--- src/rtl/mips_defs_pkg.sv ---
// Shared MIPS datapath constants: register file geometry and named registers.
// Latency: n/a (constants only).
// Backpressure: n/a.
package mips_defs;

  localparam int REG_ADDR_W = 5;
  localparam int DATA_W     = 32;

  localparam logic [REG_ADDR_W-1:0] REG_ZERO = 5'd0;
  localparam logic [REG_ADDR_W-1:0] REG_SP   = 5'd29;
  localparam logic [REG_ADDR_W-1:0] REG_RA   = 5'd31;

endpackage

--- src/rtl/reg_file_bypass.sv ---
// One read port's output mux: stored value, optional write-data bypass, $0 forced to zero.
// Latency: combinational, 0 cycles.
// Backpressure: none; the port is always valid.
module reg_file_bypass #(
  parameter int DATA_W = mips_defs::DATA_W,
  parameter int ADDR_W = mips_defs::REG_ADDR_W,
  parameter int BYPASS = 1
) (
  input  logic [ADDR_W-1:0] r_addr,
  input  logic [DATA_W-1:0] stored_data,
  input  logic              w_vld,
  input  logic [ADDR_W-1:0] w_addr,
  input  logic [DATA_W-1:0] w_data,
  output logic [DATA_W-1:0] r_data
);

  logic hit;

  // Select bypassed write data on an address match; address 0 overrides everything.
  // w_vld is tested first so an undriven w_addr cannot leak into the result.
  always_comb begin
    hit    = (BYPASS != 0) && w_vld && (w_addr != '0) && (r_addr == w_addr);
    r_data = stored_data;
    if (hit) begin
      r_data = w_data;
    end
    if (r_addr == '0) begin
      r_data = '0;
    end
  end

endmodule

--- src/rtl/reg_file_wb.sv ---
// 32x32 MIPS register file: two combinational read ports, one WB write port, debug port.
// Latency: reads 0 cycles; writes visible the cycle after the edge (same cycle if bypassed).
// Backpressure: none; every enabled write to a non-zero register commits.
module reg_file_wb #(
  parameter int DATA_W = mips_defs::DATA_W,
  parameter int ADDR_W = mips_defs::REG_ADDR_W,
  parameter int BYPASS = 1
) (
  input  logic              clk,
  input  logic              rst,
  input  logic [ADDR_W-1:0] r1_addr,
  input  logic [ADDR_W-1:0] r2_addr,
  output logic [DATA_W-1:0] r1_data,
  output logic [DATA_W-1:0] r2_data,
  input  logic              w_en,
  input  logic [ADDR_W-1:0] w_addr,
  input  logic [DATA_W-1:0] w_data,
  input  logic [ADDR_W-1:0] dbg_addr,
  output logic [DATA_W-1:0] dbg_data,
  output logic [15:0]       wr_cnt
);

  localparam int DEPTH = 2 ** ADDR_W;

  logic [DATA_W-1:0] regs [0:DEPTH-1];
  logic              w_vld;

  // A write only counts (and only bypasses) outside reset; during reset the
  // array is already zero, so all ports read 0.
  assign w_vld = w_en & ~rst;

  // Commit WB results and count them; $0 is never written so it stays zero.
  always_ff @(posedge clk or posedge rst) begin
    if (rst) begin
      for (int i = 0; i < DEPTH; i++) begin
        regs[i] <= '0;
      end
      wr_cnt <= '0;
    end else if (w_en && (w_addr != '0)) begin
      regs[w_addr] <= w_data;
      wr_cnt       <= wr_cnt + 16'd1;
    end
  end

  reg_file_bypass #(
    .DATA_W (DATA_W),
    .ADDR_W (ADDR_W),
    .BYPASS (BYPASS)
  ) u_r1 (
    .r_addr      (r1_addr),
    .stored_data (regs[r1_addr]),
    .w_vld       (w_vld),
    .w_addr      (w_addr),
    .w_data      (w_data),
    .r_data      (r1_data)
  );

  reg_file_bypass #(
    .DATA_W (DATA_W),
    .ADDR_W (ADDR_W),
    .BYPASS (BYPASS)
  ) u_r2 (
    .r_addr      (r2_addr),
    .stored_data (regs[r2_addr]),
    .w_vld       (w_vld),
    .w_addr      (w_addr),
    .w_data      (w_data),
    .r_data      (r2_data)
  );

  // Debug port shows committed state only, never the in-flight write.
  always_comb begin
    dbg_data = regs[dbg_addr];
    if (dbg_addr == '0) begin
      dbg_data = '0;
    end
  end

endmodule
--- config.mk ---
export PLATFORM = sky130hd
export DESIGN_NAME = reg_file_wb
export DESIGN_NICKNAME = d
export VERILOG_FILES = /design/src/rtl/mips_defs_pkg.sv /design/src/rtl/reg_file_bypass.sv /design/src/rtl/reg_file_wb.sv
export SDC_FILE = /design/constraint.sdc
export NUM_CORES = 2
export LEC_CHECK = 0
export CORE_MARGIN = 10
export CORE_UTILIZATION = 40
export CTS_BUF_LIST = sky130_fd_sc_hd__clkbuf_4
export DETAILED_ROUTE_END_ITERATION = 6
export PLACE_DENSITY = 0.65
export SETUP_SLACK_MARGIN = 0.1
export SLEW_MARGIN = 20
export SYNTH_ARGS = -nofsm -noshare
export SYNTH_HDL_FRONTEND = slang
export SYNTH_SLANG_ARGS = --single-unit
--- constraint.sdc ---
create_clock -name clk -period 80.9 [get_ports clk]
set_clock_uncertainty 0.1 [all_clocks]
set_input_delay 16.18 -clock clk [delete_from_list [all_inputs] [get_ports clk]]
set_output_delay 16.18 -clock clk [all_outputs]
set_load 0.02 [all_outputs]
==> run summary <==
======================================================================================
GRT overflow ............................................................            0
DRT iter0 DRCs ..........................................................         6010
Actual slew at the worst max-slew pin ...................................      1320 ps
Cell area power density .................................................  23.3 mW/mm2
Cell Area, Synth ........................................................   0.0648 mm2
Launch point of the critical path .......................................   r1_addr[0]
Number of distinct standard cells referenced by the synthesized netlist .           72
Data required time of the worst path ....................................     64620 ps
Clock buffers created by TritonCTS ......................................          305
Synth Area in Simple Gates ..............................................        2.22%
RSZ-0062 raised after global routing ....................................        false
Number of nets in the layout ............................................         4496
Synthesized Nets ........................................................         4414
Hold violation total from the final report ..............................            0
Mapped Avg Cell Area ....................................................     14.9 um2
Core region area ........................................................    0.161 mm2
Global placer's final weighted congestion ...............................        0.848
WP data arrival .........................................................     21240 ps
Final total power .......................................................      1660 uW
Synth Instances .........................................................         4358
Post-Synth Adder-Cell Area ..............................................      0.0193%
WL/cell .................................................................      34.9 um
Sinks on Clock Net ......................................................         1040
Final min period ........................................................     37520 ps
Final setup TNS .........................................................         0 ps
Final core utilization ..................................................        44.4%
F_max ...................................................................     26.7 MHz
# hold bufs at CTS ......................................................            0
Critical path launch point type .........................................    input pin
Max-slew violation total from the final report ..........................            0
Type of the worst setup path ............................................ input pin to output port
Multiplexer share of the synthesized area ...............................        48.5%
Clock transition at the registers of the reported paths .................        50 ps
Commonest cells after routing, fill and taps aside ...................... sky130_fd_sc_hd__dfrtp_1, sky130_fd_sc_hd__mux2_2, sky130_fd_sc_hd__mux4_2, sky130_fd_sc_hd__clkbuf_4, sky130_fd_sc_hd__mux2i_1
Most common cell after layout, fill and taps aside ...................... sky130_fd_sc_hd__dfrtp_1
Endpoint kind of the worst setup timing path ............................  output port
DP Wirelength ...........................................................    133000 um
Overall die width .......................................................       422 um
First-pass DRT Iterations ...............................................            6
Max VDD drop ............................................................    0.0178 mV
Die Outline Area ........................................................    0.178 mm2
Clock tree from TritonCTS ...............................................        built
Final worst-path cycle share ............................................        46.4%
Via Count ...............................................................        45880
FF+latch count, synth ...................................................         1040
Max-capacitance violation count .........................................            0
Dominant combinational cell family by area after synthesis .............. multiplexers
Run status .............................................................. finished, final reports clean
Number of ports placed on the die boundary ..............................          167
Total routing resource utilization after global routing .................        26.0%
EDFF count, synth .......................................................            0
Max-Slew Margin vs Limit ................................................        11.6%
Class of the worst hold path ............................................ register to register
Setup violation total in the final timing report ........................            0
Buffers from clock root to sink, at most ................................            4
Startpoint of the worst register-to-register path .......................    wr_cnt[0]
Antenna violations before repair ........................................            9
Post-CTS resize count ...................................................            0
Pin count of the biggest net entering global routing ....................          167
Area growth from synthesis to layout ....................................        10.2%
Share of synthesized area occupied by flip-flops and latches ............        40.2%
Via count of the first global-routing pass ..............................        45999
Global-route wire length before repair ..................................    340000 um
Leakage dissipation .....................................................    0.0302 uW
Total length of routed wires ............................................    237000 um
Root buf cell ........................................................... sky130_fd_sc_hd__clkbuf_4
H-tree levels ...........................................................            5
Placement Rows ..........................................................          147
IO Port Bufs ............................................................          166
Number of synthesis warnings ............................................            0
Hold Startpoint .........................................................   regs[1018]
Fraction of final layout cells sized beyond drive strength 1 ............        52.5%
Setup Buffers After CTS .................................................            0
Die height ..............................................................       422 um
Count of unresolved DRC violations after routing ........................            0
Via density per instance ................................................         6.75
Initial cell density of the core ........................................        40.3%
Complex-gate fraction of the synthesized area ...........................        4.37%
Clk_lat worst skew ......................................................      1330 ps
Main flop type after synthesis .......................................... sky130_fd_sc_hd__dfrtp_1
Max FO, Critical Path ...................................................          106
Post-synth ARST share ...................................................         100%
Xor and xnor area share after synthesis .................................       0.338%
Antenna Violating Nets Remaining ........................................            0
======================================================================================
==> metal layers <==
layer	up-vias	GRT usage, %	share of wire, %
li1	17678	-	-
met1	24442	32.5	37
met2	3005	40.3	46
met3	749	6.71	10
met4	6	15.9	6.9
met5	-	0	0.017
==> worst paths after layout <==
| path | endpoint | slack (ps) | depth (start not counted) |
|---|---|---|---|
| min | regs[1018] | 310 | 0 |
| max in group asynchronous | regs[837] | 62050 | 6 |
| max | r1_data[31] | 43380 | 9 |
| min reg2reg | regs[1018] | 310 | 0 |
| min in group asynchronous | regs[209] | 15460 | 2 |
| max reg2reg | wr_cnt[12] | 78700 | 8 |
==> final cells by class <==
| type | instances | area [um2] |
|---|---|---|
| Antenna cell | 10 | 25.0 |
| Clock buffer | 442 | 3320 |
| Clock inverter | 55 | 320 |
| Fill cell | 14549 | 89400 |
| Inverter | 7 | 33.8 |
| Multi-Input combinational cell | 2787 | 36200 |
| Sequential cell | 1040 | 26000 |
| Tap cell | 2160 | 2700 |
| Timing Repair Buffer | 299 | 2710 |
==> cell families after synthesis <==
group	after synthesis
and+or+nand+nor	321
muxes	2066
DFF	1040
buffers and inverters	531
AOI/OAI and AO/OA	374
adders and majority gates	1
xor gates and xnor gates	25
==> through the flow <==
stage / setup slack [ps] / cells / cell area, um2 / hold WS [ps]
after floorplan: 24070 / 4358 / 64800 / 355
after global placement: 43290 / 6292 / 67700 / 294
after detailed placement: 43260 / 6292 / 67700 / 302
after CTS: 43250 / 6789 / 71300 / 314
after global routing: 43120 / 6795 / 71300 / 331
final: 43380 / 6800 / 71400 / 313
==> power breakdown <==
part	leakage, uW	switching, uW	internal, uW	total (uW)
Clock	0.00220	238	260	499
Sequential	0.0133	99.1	619	718
Combinational	0.0146	186	258	444
Total	0.0302	523	1140	1660
==> critical path, stage by stage <==
cell and delay, ps:
sky130_fd_sc_hd__buf_8 390, sky130_fd_sc_hd__buf_4 770, sky130_fd_sc_hd__buf_4 840, sky130_fd_sc_hd__buf_12 620, sky130_fd_sc_hd__mux4_1 640, sky130_fd_sc_hd__mux4_2 490
sky130_fd_sc_hd__nand2_1 100, sky130_fd_sc_hd__a41oi_1 280, sky130_fd_sc_hd__clkdlybuf4s50_1 660
==> state kept, by name, indices dropped and copies added, names as in the netlist <==
name    cells
regs     1024
wr_cnt     16
==> cell usage after synthesis, types with 9 or more instances <==
master | number | area (um2)
sky130_fd_sc_hd__dfrtp_1 | 1040 | 26000
sky130_fd_sc_hd__o21ai_0 | 43 | 215
sky130_fd_sc_hd__mux4_1 | 29 | 762
sky130_fd_sc_hd__buf_4 | 58 | 435
sky130_fd_sc_hd__or2_2 | 11 | 68.8
sky130_fd_sc_hd__buf_6 | 33 | 372
sky130_fd_sc_hd__o221ai_1 | 9 | 78.8
sky130_fd_sc_hd__a211oi_1 | 12 | 90.1
sky130_fd_sc_hd__mux4_2 | 715 | 16100
sky130_fd_sc_hd__a221o_1 | 11 | 110
sky130_fd_sc_hd__a32o_1 | 14 | 140
sky130_fd_sc_hd__nor3_1 | 31 | 155
sky130_fd_sc_hd__xnor2_1 | 17 | 149
sky130_fd_sc_hd__a221oi_1 | 87 | 762
sky130_fd_sc_hd__buf_1 | 74 | 278
sky130_fd_sc_hd__mux2_2 | 1021 | 11500
sky130_fd_sc_hd__buf_2 | 109 | 546
sky130_fd_sc_hd__nor2_1 | 118 | 443
sky130_fd_sc_hd__o22ai_1 | 17 | 106
sky130_fd_sc_hd__o31ai_1 | 13 | 97.6
sky130_fd_sc_hd__a22oi_1 | 15 | 113
sky130_fd_sc_hd__a31oi_1 | 9 | 56.3
sky130_fd_sc_hd__nand2b_1 | 19 | 119
sky130_fd_sc_hd__a21oi_1 | 57 | 285
sky130_fd_sc_hd__nand2_1 | 102 | 383
sky130_fd_sc_hd__mux2i_1 | 294 | 2940
sky130_fd_sc_hd__clkbuf_1 | 230 | 863
sky130_fd_sc_hd__a32oi_1 | 17 | 149
No activity file was read; power rests on OpenSTA's default activity.
